`src/rtl/drive_ctrl.sv`:
```
// drive_ctrl: registered trip sequencer; optional cool-down hold via DRIVE_CTRL_COOLDOWN_EN
module drive_ctrl #(
  parameter int unsigned COOL_CYCLES = 4,
  parameter int unsigned MAX_REFUELS = 3
) (
  input  logic       clk,
  input  logic       rst,
  input  logic       start,
  input  logic       arrived,
  input  logic       gas_tank_empty,
  input  logic       fuel_done,
  input  logic       cpu_overheated,
  output logic       keep_driving,
  output logic       refuel_req,
  output logic       shut_off_computer,
  output logic       trip_done,
  output logic       trip_aborted,
  output logic [7:0] refuel_cnt,
  output logic [1:0] state
);
  typedef enum logic [1:0] {IDLE = 2'd0, DRIVE = 2'd1, REFUEL = 2'd2, PARK = 2'd3} state_t;
  if (COOL_CYCLES < 1 || MAX_REFUELS < 1 || MAX_REFUELS > 255) begin : g_bad_params
    $error("drive_ctrl: COOL_CYCLES must be >=1 and MAX_REFUELS 1..255");
  end
  state_t     state_q, state_d;
  logic [7:0] refuel_q, refuel_d;
  logic       abort_q, abort_d;
  logic       keep_q, req_q, done_q, shut_q, shut_d;
  // next trip state, refuel count and abort flag from the current state and sensors
  always_comb begin
    state_d  = state_q;
    refuel_d = refuel_q;
    abort_d  = abort_q;
    case (state_q)
      IDLE: if (start) begin
        state_d  = DRIVE;
        refuel_d = '0;
        abort_d  = 1'b0;
      end
      DRIVE: if (arrived) state_d = PARK;
      else if (gas_tank_empty) begin
        if (refuel_q < 8'(MAX_REFUELS)) begin
          state_d  = REFUEL;
          refuel_d = refuel_q + 8'd1;
        end else begin
          state_d = PARK;
          abort_d = 1'b1;
        end
      end
      REFUEL: state_d = arrived ? PARK : (fuel_done && !gas_tank_empty) ? DRIVE : REFUEL;
      PARK: state_d = start ? PARK : IDLE;
      default: state_d = IDLE;
    endcase
  end
`ifdef DRIVE_CTRL_COOLDOWN_EN
  localparam int unsigned CW = $clog2(COOL_CYCLES + 1);
  logic [CW-1:0] cool_q, cool_d;
  // reload on overheat, then count down; the computer stays off until the last count expires
  always_comb begin
    cool_d = cpu_overheated ? CW'(COOL_CYCLES) : (cool_q > CW'(1)) ? cool_q - CW'(1) : '0;
    shut_d = cpu_overheated | (cool_q > CW'(1));
  end
  // cool-down counter register
  always_ff @(posedge clk or posedge rst) begin
    if (rst) cool_q <= '0;
    else cool_q <= cool_d;
  end
`else
  // without the hold window the power-off simply follows the overheat flag
  always_comb shut_d = cpu_overheated;
`endif
  // FSM state and all Moore outputs registered from their next-state values
  always_ff @(posedge clk or posedge rst) begin
    if (rst) begin
      state_q  <= IDLE;
      refuel_q <= '0;
      abort_q  <= 1'b0;
      keep_q   <= 1'b0;
      req_q    <= 1'b0;
      done_q   <= 1'b0;
      shut_q   <= 1'b0;
    end else begin
      state_q  <= state_d;
      refuel_q <= refuel_d;
      abort_q  <= abort_d;
      keep_q   <= (state_d == DRIVE) && !shut_d;
      req_q    <= state_d == REFUEL;
      done_q   <= (state_d == PARK) && (state_q != PARK);
      shut_q   <= shut_d;
    end
  end
  assign keep_driving      = keep_q;
  assign refuel_req        = req_q;
  assign shut_off_computer = shut_q;
  assign trip_done         = done_q;
  assign trip_aborted      = abort_q;
  assign refuel_cnt        = refuel_q;
  assign state             = state_q;
endmodule
```
`config.mk`:
```
export PLATFORM = sky130hd
export DESIGN_NAME = drive_ctrl
export DESIGN_NICKNAME = d
export VERILOG_FILES = /design/src/rtl/drive_ctrl.sv
export SDC_FILE = /design/constraint.sdc
export NUM_CORES = 1
export LEC_CHECK = 0
export ABC_AREA = 0
export CAP_MARGIN = 5
export CORE_MARGIN = 2
export CORE_UTILIZATION = 39
export DETAILED_ROUTE_END_ITERATION = 10
export GPL_ROUTABILITY_DRIVEN = 1
export HOLD_SLACK_MARGIN = 0.06
export PLACE_DENSITY = 0.71
export SETUP_SLACK_MARGIN = 0.4
export SLEW_MARGIN = 40
export SYNTH_ARGS = -nofsm -noshare
export SYNTH_HDL_FRONTEND = slang
export SYNTH_SLANG_ARGS = --single-unit
export TNS_END_PERCENT = 30
```
`constraint.sdc`:
```
create_clock -name clk -period 2.2 [get_ports clk]
set_input_delay 0.66 -clock clk [delete_from_list [all_inputs] [get_ports clk]]
set_output_delay 0.66 -clock clk [all_outputs]
set_load 0.05 [all_outputs]
```
==> flow_summary_export.csv, run 1 <==
group,metric,value,unit
sta,maxSlewHeadroom,62.11,%
hold_path,hold_start,"trip_aborted$_DFFE_PP0P_",
clock_tree,clkTransAtPathRegs,0.09,ns
global_routing,grt_pass1_vias,528,
floorplanning,dieWidth,46.20,µm
worst_setup_path,crit_slowest_cell,"or4_4",
power_and_ir_drop,vdd_drop_max,0.0005591,V
sta,hold_viol_final,0,
floorplanning,die_h,46.20,µm
clock_tree,clk_latency,0.28,ns
worst_setup_path,crit_start,"refuel_cnt[0]$_DFFE_PP0P_",
sta,drv_slew,0,
route,drc_errors,0,
worst_setup_path,critPathLaunchType,"flop",
sta,worst_pin_slew,0.5678,ns
logic_synthesis,syn-cell-area,694.4,µm²
sta,post-route-period-util,95.02,%
worst_setup_path,reg2reg_from,"refuel_cnt[0]$_DFFE_PP0P_",
worst_setup_path,criticalPathCategory,"reg -> reg",
logic_synthesis,synth-edff-count,0,
global_routing,grtUsageTotal,15.80,%
logic_synthesis,ys_ff_latch,15,
run_status,status,"completed",
worst_setup_path,cpPeakStageDelay,0.44,ns
cells_and_area,fin_cells,114,
global_routing,grt_pass1_wl,2.311,mm
floorplanning,ios,22,
clock_tree,clk_root_buffer_cell,"clkbuf_4",
clock_tree,clockBufferDepth,2,
logic_synthesis,synth_cell_types,31,
sta,setup_tns,0,ns
route,vias,559,
logic_synthesis,avgSynthCellArea,11.38,µm²
clock_tree,hold_buffers,0,
worst_setup_path,end_kind,"flop",
worst_setup_path,required,2.36,ns
logic_synthesis,seq_area_frac_synth,54.05,%
logic_synthesis,ys.flop_type,"dfrtp_1",
worst_setup_path,cp_cell_sequence,"ha_2 -> or4_4 -> or4_4 -> a21bo_4 -> mux2_4",
global_routing,overflow,0,
placed_design,dpl.cell_count,109,
cells_and_area,layout-drive-gt1-share,32.58,%
worst_setup_path,cp_max_fo,3,
logic_synthesis,syn_inst,61,
cells_and_area,nets,98,
logic_synthesis,async_flop_share,100.0,%
floorplanning,initial_core_util,40.66,%
worst_setup_path,worst_path_most_repeated_cell,"or4_4",
sta,finClkSkew,0.003868,ns
route,drt-initial-drc-count,8,
route,routed_wl,1.510,mm
run,maxCapViolCount,0,
clock_tree,cts.sinks,15,
clock_tree,cts_tree,"yes",
logic_synthesis,syn_nets,69,
cells_and_area,syn2layout_area_growth,41.44,%
placed_design,place.gp.congestion,0.7721,
route,ant_nets,0,
global_routing,grt_antenna_before_repair,0,
clock_tree,cts-buffers-inserted,3,
cells_and_area,antenna_cells,0,
sta,rsz0062_at_grt,"yes",
global_routing,grt_max_degree,16,
worst_setup_path,arrival,2.25,ns
floorplanning,core,1708,µm²
route,viasPerCell,4.904,
power_and_ir_drop,p_leak,0.4997,nW
logic_synthesis,synth_warnings,0,
placed_design,hpwl,1.079,mm
sta,setup_violations,0,
power_and_ir_drop,power_density,1217,nW/µm²
sta,fin_crit,2.090,ns
clock_tree,htreeDepth,1,
route,routedWlPerCell,13.25,µm
floorplanning,dieArea,2134,µm²
placed_design,io_buffers,21,
route,drt_pass1_iterations,4,
sta,clock.fmax,478.4,MHz
hold_path,min_path_type,"reg -> reg",
floorplanning,placementRows,15,
[placed cells by master (no fill, tap or decap), types with 2 or more instances in the layout]
cell | netlist | final
nor2b_1 | 5 | 5
dfrtp_2 | 0 | 3
a21oi_1 | 5 | 5
dlymetal6s2s_1 | 0 | 2
inv_1 | 2 | 2
clkdlybuf4s50_1 | 0 | 7
clkbuf_4 | 0 | 3
nor3b_1 | 2 | 2
nor2_1 | 5 | 5
clkdlybuf4s15_2 | 0 | 2
dlygate4sd2_1 | 0 | 2
buf_4 | 0 | 13
mux2_4 | 2 | 2
dfrtp_1 | 15 | 12
or4_4 | 2 | 2
[repair_timing]
action / in CTS / in global routing
endpoints found under the hold margin: 0 / 0
pin swaps: 0 / 0
endpoints found under the setup margin: 10 / 14
setup buffers: 1 / 0
gates cloned: 0 / 0
resized for setup: 8 / 2
[report_power, final]
group	internal [mW]	leakage [nW]	switching, mW	total (mW)
combinational	0.252	0.291	0.378	0.630
sequential	0.340	0.193	0.0739	0.414
clock	0.0702	0.0150	0.0816	0.152
[cell type report]
type | instances | area [µm²]
clock buffer | 4 | 26.28
fill | 149 | 725.7
inverter | 3 | 11.26
multi-input combinational | 41 | 301.5
sequential | 15 | 379.1
tap | 25 | 31.28
timing repair buffer | 26 | 232.7
[final timing paths]
check | to | slack, ns | depth (start not counted)
max | refuel_cnt[0]$_DFFE_PP0P_ | 0.11 | 5
min | trip_aborted$_DFFE_PP0P_ | 0.53 | 2
max reg2reg | refuel_cnt[0]$_DFFE_PP0P_ | 0.11 | 5
min reg2reg | trip_aborted$_DFFE_PP0P_ | 0.53 | 2
max in group asynchronous | refuel_cnt[0]$_DFFE_PP0P_ | 1.06 | 2
min in group asynchronous | state[1]$_DFF_PP0_ | 0.73 | 2
[registers in the layout, indices dropped and copies added, names as in the netlist]
name and cells:
shut_off_computer 1, keep_driving 1, refuel_req 1, trip_aborted 1, state 2, trip_done 1, refuel_cnt 8
[critical path: cells and delay by family (launching register included)]
| family | cells | cell delay, ns |
|---|---|---|
| simple gates | 2 | 0.86 |
| mux | 1 | 0.29 |
| fa+ha+maj | 1 | 0.18 |
| compound gates | 1 | 0.24 |
| flops | 1 | 0.41 |
[routing by layer]
layer  share of wire (%)  global-route usage [%]
met5                   0                       0
met4                 1.8                   12.00
met3                 2.0                   2.353
met2                  47                   23.06
met1                  49                   20.78
[synth_stat cells, types with 2 or more instances]
cell type	number	area [µm²]
nor2b_1	5	31.28
inv_1	2	7.510
or4_4	2	22.52
nor2_1	5	18.77
mux2_4	2	30.03
dfrtp_1	15	375.4
nor3b_1	2	15.01
a21oi_1	5	25.02
[stage by stage]
step | instance area, µm² | setup slack [ns] | power, mW | hold slack [ns] | utilization, %
6_report | 982.2 | 0.1095 | 1.196 | 0.5306 | 57.51
5_1_grt | 982.2 | 0.07183 | 1.262 | 0.5835 | 57.51
4_1_cts | 977.2 | 0.1061 | 1.208 | 0.5339 | 57.22
3_5_place_dp | 943.4 | 0.01363 | 1.047 | 0.4922 | 55.24
3_3_place_gp | 943.4 | 0.05060 | 1.038 | 0.4948 | 55.24
2_1_floorplan | 700.7 | -0.003387 | 0.8484 | 0.5613 | -
[kinds of logic after synthesis]
group	Yosys count	share of synthesized area, %
AO/OA/AOI/OAI	12	12.25
flip-flops	15	54.05
AND/OR/NAND/NOR	26	24.69
multiplexers	2	4.324
buffers and inverters	5	2.882
adder cells (fa/ha/maj)	1	1.802
Power figures use the tool's default switching activity.
==> inputs of run 2 (changes only) <==
--- a/config.mk
+++ b/config.mk
@@ -11,6 +11,7 @@
 export CORE_UTILIZATION = 39
 export DETAILED_ROUTE_END_ITERATION = 10
 export GPL_ROUTABILITY_DRIVEN = 1
+export GPL_TIMING_DRIVEN = 0
 export HOLD_SLACK_MARGIN = 0.06
 export PLACE_DENSITY = 0.71
 export SETUP_SLACK_MARGIN = 0.4
@@ -18,4 +19,3 @@
 export SYNTH_ARGS = -nofsm -noshare
 export SYNTH_HDL_FRONTEND = slang
 export SYNTH_SLANG_ARGS = --single-unit
-export TNS_END_PERCENT = 30
==> flow_summary_export.csv, run 2 (synthesized netlist as in run 1, its figures left out) <==
group,metric,value,unit
run_status,status,"completed",
route,wl_met3,56,µm
worst_setup_path,worstSetupPathDepth,5,
route,drc_errors,0,
route,ant_nets,0,
power_and_ir_drop,power_density,1242,nW/µm²
clock_tree,cts_tree,"yes",
global_routing,grt_max_degree,16,
global_routing,grt_pass1_wl,2.428,mm
worst_setup_path,end_kind,"flop",
route,wl_met2,784,µm
floorplanning,die_h,46.20,µm
power_and_ir_drop,vdd_drop_max,0.0004769,V
clock_tree,clk_latency,0.29,ns
sta,setup_violations,0,
floorplanning,initial_core_util,40.66,%
sta,setup_tns,0,ns
sta,drv_slew,0,
clock_tree,htreeDepth,1,
sta,post-route-period-util,94.68,%
placed_design,dpl.cell_count,107,
worst_setup_path,critPathLaunchType,"flop",
run,maxCapViolCount,0,
global_routing,grtUsageTotal,17.14,%
sta,maxSlewHeadroom,63.91,%
cells_and_area,design_area,1023,µm²
cells_and_area,multiInputGateArea,352.8,µm²
sta,rsz0062_at_grt,"yes",
worst_setup_path,worst_path_most_repeated_cell,"or4_4",
placed_design,place.gp.congestion,0.7305,
hold_path,holdPathStages,2,
hold_path,min_path_type,"reg -> reg",
cells_and_area,syn2layout_area_growth,47.39,%
placed_design,dpl_cell_area,942.2,µm²
floorplanning,ios,22,
floorplanning,dieWidth,46.20,µm
clock_tree,hold_buffers,0,
worst_setup_path,cp_top_family,"simple AND/OR/NAND/NOR gates",
placed_design,io_buffers,21,
worst_setup_path,arrival,2.27,ns
worst_setup_path,crit_slowest_cell,"or4_4",
clock_tree,clk_root_buffer_cell,"clkbuf_4",
cells_and_area,nets,100,
worst_setup_path,criticalPathCategory,"reg -> reg",
sta,finClkSkew,0.003701,ns
global_routing,grt_pass1_vias,522,
cells_and_area,regArea,379.1,µm²
route,drt-initial-drc-count,14,
worst_setup_path,critical_path_buf_inv_count,0,
clock_tree,clockBufferDepth,2,
cells_and_area,antenna_cells,0,
worst_setup_path,cpPeakStageDelay,0.44,ns
sta,holdWs,0.5183,ns
sta,hold_viol_final,0,
cells_and_area,fillers,145,
sta,worst_pin_slew,0.5407,ns
clock_tree,clkTransAtPathRegs,0.09,ns
route,vias,578,
global_routing,overflow,0,
route,drt_pass1_iterations,4,
global_routing,grt_antenna_before_repair,0,
worst_setup_path,cp_cell_sequence,"ha_4 -> or4_4 -> or4_4 -> a21bo_4 -> mux2_4",
power_and_ir_drop,p_leak,0.4875,nW
worst_setup_path,required,2.39,ns
cells_and_area,final_common_cell,"dfrtp_1",
route,met1_length,732,µm
clock_tree,cts.sinks,15,
route,viasPerCell,4.983,
cells_and_area,largest_reg_flops,8,
sta,clock.fmax,480.1,MHz
floorplanning,core,1708,µm²
worst_setup_path,reg2reg_depth,5,
cells_and_area,layout-drive-gt1-share,49.45,%
route,routedWlPerCell,13.90,µm
route,routed.top_layer,"met4",
sta,fin_crit,2.083,ns
route,routed_wl,1.612,mm
cells_and_area,final_cell_mix,"12 x dfrtp_1, 7 x clkdlybuf4s15_2, 5 x buf_2, 5 x nor2b_1, 5 x buf_4",
cells_and_area,fin_cells,116,
worst_setup_path,cp_max_fo,3,
worst_setup_path,crit_start,"refuel_cnt[0]$_DFFE_PP0P_",
hold_path,hold_start,"trip_aborted$_DFFE_PP0P_",
floorplanning,placementRows,15,
floorplanning,dieArea,2134,µm²
clock_tree,cts-buffers-inserted,3,
placed_design,hpwl,1.052,mm
worst_setup_path,reg2reg_from,"refuel_cnt[0]$_DFFE_PP0P_",
==> run 2: cell types whose count changed in the layout (fill, tap and decap cells not counted), sizes merged <==
cell / before / now
clkdlybuf4s50: 7 / 3
clkdlybuf4s15: 2 / 7
clkinv: 0 / 1
clkbuf: 4 / 8
dlygate4sd2: 2 / 3
buf: 13 / 10
dlymetal6s2s: 2 / 0
==> run 2: per-stage QoR <==
step	setup slack, ns	total power, mW	utilization [%]
after floorplan	-0.003387	0.8484	-
after global placement	-0.04917	1.028	55.16
after detailed placement	-0.05021	1.038	55.16
after CTS	0.1175	1.243	59.56
after global routing	0.09906	1.354	59.93
final	0.1171	1.271	59.93
==> run 2: report_power, final <==
group / total (mW) / switching (mW) / internal (mW)
clock network: 0.161 / 0.0934 / 0.0678
logic: 0.735 / 0.459 / 0.276
registers: 0.375 / 0.0344 / 0.341
total: 1.27 / 0.587 / 0.684
==> run 2: final timing paths <==
check / slack, ns / endpoint
max in group asynchronous: 1.11 / refuel_cnt[1]$_DFFE_PP0P_
min: 0.52 / trip_aborted$_DFFE_PP0P_
max: 0.12 / refuel_cnt[1]$_DFFE_PP0P_
min reg2reg: 0.52 / trip_aborted$_DFFE_PP0P_
max reg2reg: 0.12 / refuel_cnt[1]$_DFFE_PP0P_
min in group asynchronous: 0.71 / refuel_cnt[3]$_DFFE_PP0P_
==> run 2: tightest hold or removal path: stages, from the launching register on <==
cell	delay (ns)
dfrtp_1	0.37
a21oi_2	0.04
nor2_1	0.07
==> run 2: repair_timing <==
item,4_1_cts,5_1_grt
setup buffers,3,2
endpoints found under the setup margin,20,20
gates resized for setup,48,18
cloned,0,0
pin swaps,3,0
==> run 2: final cells by class <==
class | instances | area share, %
Sequential cell | 15 | 37.04
Clock inverter | 1 | 0.4890
Inverter | 3 | 1.100
Tap cell | 25 | 3.056
Clock buffer | 3 | 2.200
Timing Repair Buffer | 26 | 20.78
Buffer | 2 | 0.8557
Multi-Input combinational cell | 41 | 34.47
==> run 2: layer usage <==
metal | global-route usage, % | vias to the layer above
li1 | - | 279
met1 | 22.66 | 282
met2 | 25.00 | 13
met3 | 1.961 | 4
met4 | 13.71 | 0
met5 | 0 | -
